[config.mk]
export PLATFORM = sky130hd
export DESIGN_NAME = ldpc_cyclic_shifter
export DESIGN_NICKNAME = d
export VERILOG_FILES = /design/src/rtl/ldpc_cyclic_shifter.sv
export SDC_FILE = /design/constraint.sdc
export NUM_CORES = 2
export LEC_CHECK = 0
export BUFFER_PORTS_ARGS = -buffer_cell sky130_fd_sc_hd__buf_4
export CORE_ASPECT_RATIO = 1.4
export CORE_MARGIN = 2
export CORE_UTILIZATION = 55
export DETAILED_ROUTE_END_ITERATION = 8
export HOLD_SLACK_MARGIN = 0.05
export PLACE_DENSITY = 0.71
export SYNTH_ARGS = -nofsm -noshare
export SYNTH_HDL_FRONTEND = slang
export SYNTH_SLANG_ARGS = --single-unit
[constraint.sdc]
create_clock -name CLK -period 62.4 [get_ports CLK]
set_clock_uncertainty 0.05 [all_clocks]
set_input_delay 12.48 -clock CLK [delete_from_list [all_inputs] [get_ports CLK]]
set_output_delay 12.48 -clock CLK [all_outputs]
set_load 0.02 [all_outputs]
[src/rtl/ldpc_cyclic_shifter.sv]
// Pipelined runtime-configurable cyclic shifter for QC-LDPC lift sizes up to MAXZ.
// A prep register masks the word to Z bits, folds a left rotate into a right rotate, and
// duplicates the word at offset Z. A log shifter then rotates it, LEVELS_PER_STAGE mux
// levels per register. All stages advance together on a single global enable.
module ldpc_cyclic_shifter #(
  parameter int unsigned MAXZ             = 81,
  parameter int unsigned LEVELS_PER_STAGE = 1,
  parameter int unsigned TAG_W            = 8
) (
  input  logic                      CLK,
  input  logic                      rst,
  input  logic                      in_valid,
  output logic                      in_ready,
  input  logic [MAXZ-1:0]           in_data,
  input  logic [$clog2(MAXZ+1)-1:0] z_val,
  input  logic [$clog2(MAXZ)-1:0]   shift_val,
  input  logic                      dir_left,
  input  logic [TAG_W-1:0]          in_tag,
  output logic                      out_valid,
  input  logic                      out_ready,
  output logic [MAXZ-1:0]           out_data,
  output logic [TAG_W-1:0]          out_tag,
  output logic                      out_err
);

  localparam int unsigned L  = $clog2(MAXZ);
  localparam int unsigned ZW = $clog2(MAXZ + 1);
  localparam int unsigned SW = L;
  localparam int unsigned NS = (L + LEVELS_PER_STAGE - 1) / LEVELS_PER_STAGE;
  localparam int unsigned DW = 2 * MAXZ;
  localparam int unsigned PW = NS * LEVELS_PER_STAGE;

  // Index 0 is the prep register; index NS of the valid/err/tag arrays is the output register.
  logic             vld_q  [NS+1];
  logic             vld_d  [NS+1];
  logic             err_q  [NS+1];
  logic             err_d  [NS+1];
  logic [TAG_W-1:0] tag_q  [NS+1];
  logic [TAG_W-1:0] tag_d  [NS+1];
  logic [DW-1:0]    dup_q  [NS];
  logic [DW-1:0]    dup_d  [NS];
  logic [SW-1:0]    sft_q  [NS];
  logic [SW-1:0]    sft_d  [NS];
  logic [MAXZ-1:0]  mask_q [NS];
  logic [MAXZ-1:0]  mask_d [NS];
  logic [MAXZ-1:0]  out_data_q, out_data_d;

  logic             en;
  logic [ZW-1:0]    shift_ext;
  logic             err_p;
  logic [MAXZ-1:0]  mask_p;
  logic [MAXZ-1:0]  m_p;

  // Apply the mux levels owned by stage group grp; level k shifts right by 2^k when s[k] is set.
  function automatic logic [DW-1:0] shift_levels(input logic [DW-1:0] d, input logic [SW-1:0] s,
                                                 input int unsigned grp);
    logic [PW-1:0] sx;
    logic [PW-1:0] bsel;
    logic [DW-1:0] r;
    sx = PW'(s);
    r  = d;
    for (int unsigned lv = 0; lv < LEVELS_PER_STAGE; lv++) begin
      bsel = sx >> (grp * LEVELS_PER_STAGE + lv);
      if (bsel[0]) r = r >> (1 << (grp * LEVELS_PER_STAGE + lv));
    end
    return r;
  endfunction

  assign out_valid = vld_q[NS];
  assign out_err   = err_q[NS];
  assign out_tag   = tag_q[NS];
  assign out_data  = out_data_q;
  // Stalls only when the output holds a beat nobody takes; combinational from out_ready.
  assign en        = !out_valid || out_ready;
  assign in_ready  = en;

  // Beat legality check and Z-masking of the incoming word.
  always_comb begin
    shift_ext = ZW'(shift_val);
    err_p     = (z_val == '0) || (z_val > ZW'(MAXZ)) || (shift_ext >= z_val);
    mask_p    = ~({MAXZ{1'b1}} << z_val);
    m_p       = in_data & mask_p;
  end

  // Next state for every pipeline register.
  always_comb begin
    vld_d[0]  = in_valid;
    err_d[0]  = in_valid && err_p;
    tag_d[0]  = in_valid ? in_tag : '0;
    mask_d[0] = '0;
    dup_d[0]  = '0;
    sft_d[0]  = '0;
    // Illegal beats and bubbles carry a zero word so they emerge as zero data.
    if (in_valid && !err_p) begin
      mask_d[0] = mask_p;
      dup_d[0]  = {{MAXZ{1'b0}}, m_p} | ({{MAXZ{1'b0}}, m_p} << z_val);
      sft_d[0]  = (dir_left && shift_val != '0) ? SW'(z_val - shift_ext) : shift_val;
    end
    for (int unsigned st = 1; st < NS; st++) begin
      dup_d[st]  = shift_levels(dup_q[st-1], sft_q[st-1], st - 1);
      sft_d[st]  = sft_q[st-1];
      mask_d[st] = mask_q[st-1];
    end
    for (int unsigned st = 1; st <= NS; st++) begin
      vld_d[st] = vld_q[st-1];
      err_d[st] = err_q[st-1];
      tag_d[st] = tag_q[st-1];
    end
    out_data_d = MAXZ'(shift_levels(dup_q[NS-1], sft_q[NS-1], NS - 1)) & mask_q[NS-1];
  end

  // Pipeline registers: synchronous clear, otherwise advance together on the global enable.
  always_ff @(posedge CLK) begin
    if (rst) begin
      for (int unsigned st = 0; st <= NS; st++) begin
        vld_q[st] <= 1'b0;
        err_q[st] <= 1'b0;
        tag_q[st] <= '0;
      end
      for (int unsigned st = 0; st < NS; st++) begin
        dup_q[st]  <= '0;
        sft_q[st]  <= '0;
        mask_q[st] <= '0;
      end
      out_data_q <= '0;
    end else if (en) begin
      for (int unsigned st = 0; st <= NS; st++) begin
        vld_q[st] <= vld_d[st];
        err_q[st] <= err_d[st];
        tag_q[st] <= tag_d[st];
      end
      for (int unsigned st = 0; st < NS; st++) begin
        dup_q[st]  <= dup_d[st];
        sft_q[st]  <= sft_d[st];
        mask_q[st] <= mask_d[st];
      end
      out_data_q <= out_data_d;
    end
  end

endmodule

==> flow_summary.toml <==
[outcome]
status = "finished, violations left"
violations = "max-capacitance violations, max-slew violations"

[setup_path]
max_stage_delay_ns = 0.55
crit_chain = "buf_4, nor2b_4, inv_2, buf_4, buf_4"
endpoint_kind = "output pin"
cp_num_buf_inv = 4
crit_family = "buffers and inverters"
crit_top_cell = "buf_4"
slowest_stage = "buf_4"
arrival_ns = 13.52
start_kind = "input port"
crit_type = "in -> out"
cp.required_ns = 49.87
cp_max_fo = 55

[route]
post_drt_wl_per_cell_um = 32.4
drtIter0Drc = 5404
firstDrtPassIters = 6
viasPerCell = 6.06
drc_errors = 0
vias = 54500
postRouteAntennaNets = 0
drt_wl_total_um = 291000

[sta]
worstMarginPinSlew_ns = 1.50
tns_ns = 0
rsz0062_at_grt = "false"
finalHoldViolCount = 0
slew_violations = 4
setup_viol = 0
holdWs_ns = 0.403
slew_headroom_pct = -0.651
min_period_ns = 26.05
fin_crit_sh_pct = 41.8
max_freq_mhz = 38.4

[final_layout]
nets = 6880
design_area_um2 = 94700
area_growth_pct = 9.49
fin_util_pct = 60.5
drive_above_1_share_pct = 11.2

[synthesis]
netlist_instances = 6782
synthArstFlopShare_pct = 0
synth_seq_area_share_pct = 64.1
synth_fa_ha_area_share_pct = 0.124
synth_common_cells = "edfxtp_1, nor2_1, mux2i_1"
synth_top_cell_by_area = "edfxtp_1"
synth-compound-area-share_pct = 6.46
yosys_most_used_dff = "edfxtp_1"
ys_ff_latch = 1873
synth_top_family_by_area = "multiplexers"
netlist.area_leader.share_pct = 62.2
synthSimpleGateAreaFrac_pct = 13.1
synth_edf_count = 1792
syn-cell-area_um2 = 86500
synthMuxAreaShare_pct = 13.5
synthesis.nets = 6898
post-synth-top-count-cell = "edfxtp_1"
synth_area_per_cell_um2 = 12.8
synthTopCellsByArea = "edfxtp_1, mux2i_1, nor2_1"
yosys_warnings = 0
synth_xor_area_share_pct = 0.0304
synth_cell_types = 92

[cts]
cts_made_buffers = 152
cts.htree.levels = 4
cts.clk_slew.worst_paths_ns = 0.06
ctsResizeCount = 0
root_buffer = "clkbuf_16"
cts_buffer_depth = 3
clock_latency_ns = 0.78
hold_buffers = 0
cts_tree = "done"
numClockSinks = 1873
postCtsSetupBuffers = 0

[flow_run]
drv_cap = 1

[grt]
antenna_found_initial = 24
grt.overflow.total = 0
grt_pass1_wl_um = 408000
grt_util_all_layers_pct = 36.3
grt_pass1_vias = 53500
grt_max_degree = 245

[floorplanning]
rows = 172
dieArea_um2 = 160000
die_h_um = 473
start_util_pct = 55.3
core_um2 = 156000
ios = 200
die_w_um = 339

[power_and_ir_drop]
vdd_ir_drop_max_mv = 0.0232
total_leakage_power_uw = 0.0356
p_per_area_nw_per_um2 = 26.6

[placed_design]
port_buffers = 199
dpl.hpwl_um = 216000
gp_congestion = 1.04
placed_area_um2 = 89700

[min_path]
hold_path_class = "reg -> reg"
==> state kept, by name, indices dropped and copies added, names as in the netlist <==
| register | flops |
|---|---|
| tag_q | 64 |
| mask_q | 567 |
| err_q | 8 |
| vld_q | 8 |
| sft_q | 28 |
| dup_q | 1117 |
| out_data | 81 |
==> stage by stage <==
stage | power, uW | setup slack (ns) | instances
global placement | 1590 | 36.33 | 8698
detailed placement | 1590 | 36.33 | 8698
floorplan | 1500 | 4.46 | 6782
global route | 2570 | 36.31 | 8991
finish | 2520 | 36.35 | 8995
CTS | 2520 | 36.33 | 8973
==> where the power goes <==
part	switching [uW]	internal, uW	leakage (uW)	total (uW)
clock network	431	515	0.00240	945
registers	5.56	1370	0.0227	1370
logic	147	48.5	0.0104	195
total	583	1930	0.0356	2520
==> final timing paths <==
check	start	endpoint	slack, ns	cells past startpoint
worst max-delay path	out_ready	in_ready	36.35	5
worst min-delay path	out_data[79]	out_data[79]	0.40	2
worst max register to register	vld_q[1][3]	dup_q[1][13]	56.16	7
worst min register to register	out_data[79]	out_data[79]	0.40	2
==> final cells by class <==
type                       count  area, um2
clock buffer                 183       3990
fill                       12000      61800
antenna                       22       55.1
timing repair buffer         339       2730
sequential                  1873      55400
tap                         2088       2610
inverter                      25       96.3
multi-input combinational   4373      28900
clock inverter                92        923
==> routing by layer <==
layer,vias to the layer above,global-route usage [%],share of wire [%]
li1,24800,-,-
met1,26700,41.0,35
met2,2301,59.7,48
met3,749,5.32,5.6
met4,12,33.3,11
met5,-,0,0.027
==> worst register-to-register path, cell delays in order, from the launching register on <==
cell and delay [ns]:
edfxtp_1 0.39, nor2b_4 0.16, nand2b_4 0.73, buf_4 0.91
buf_4 0.78, buf_4 0.82, buf_12 0.78, buf_4 1.15
==> cells by family (layout without fill, tap and decap cells) <==
logic type,after synthesis,after routing
buffers and inverters,536,639
DFF,1873,1873
and+or+nand+nor,2399,2399
adders and majority gates,8,8
xor gates and xnor gates,3,3
other,0,22
muxes,1135,1135
AOI/OAI and AO/OA,828,828
==> layout by cell type, fill, tap and decap left out, types with 19 or more instances in the layout <==
master	Yosys	routed
a211oi_1	39	39
a21oi_1	241	241
a22oi_1	23	23
a31oi_1	27	27
and2_1	540	540
and3_1	32	32
buf_4	31	324
clkbuf_1	326	26
clkbuf_16	0	154
clkinv_1	0	32
clkinv_2	0	26
dfxtp_1	81	81
diode_2	0	22
edfxtp_1	1792	1792
inv_1	20	19
mux2_2	135	135
mux2i_1	985	984
nand2_1	293	291
nand3_1	118	118
nor2_1	1143	1136
nor2b_1	116	113
nor3_1	52	52
o211ai_1	38	38
o21a_1	20	20
o21ai_0	124	120
o22ai_1	47	47
or3_1	19	19
Note: power is estimated with default switching activity, not from simulation.
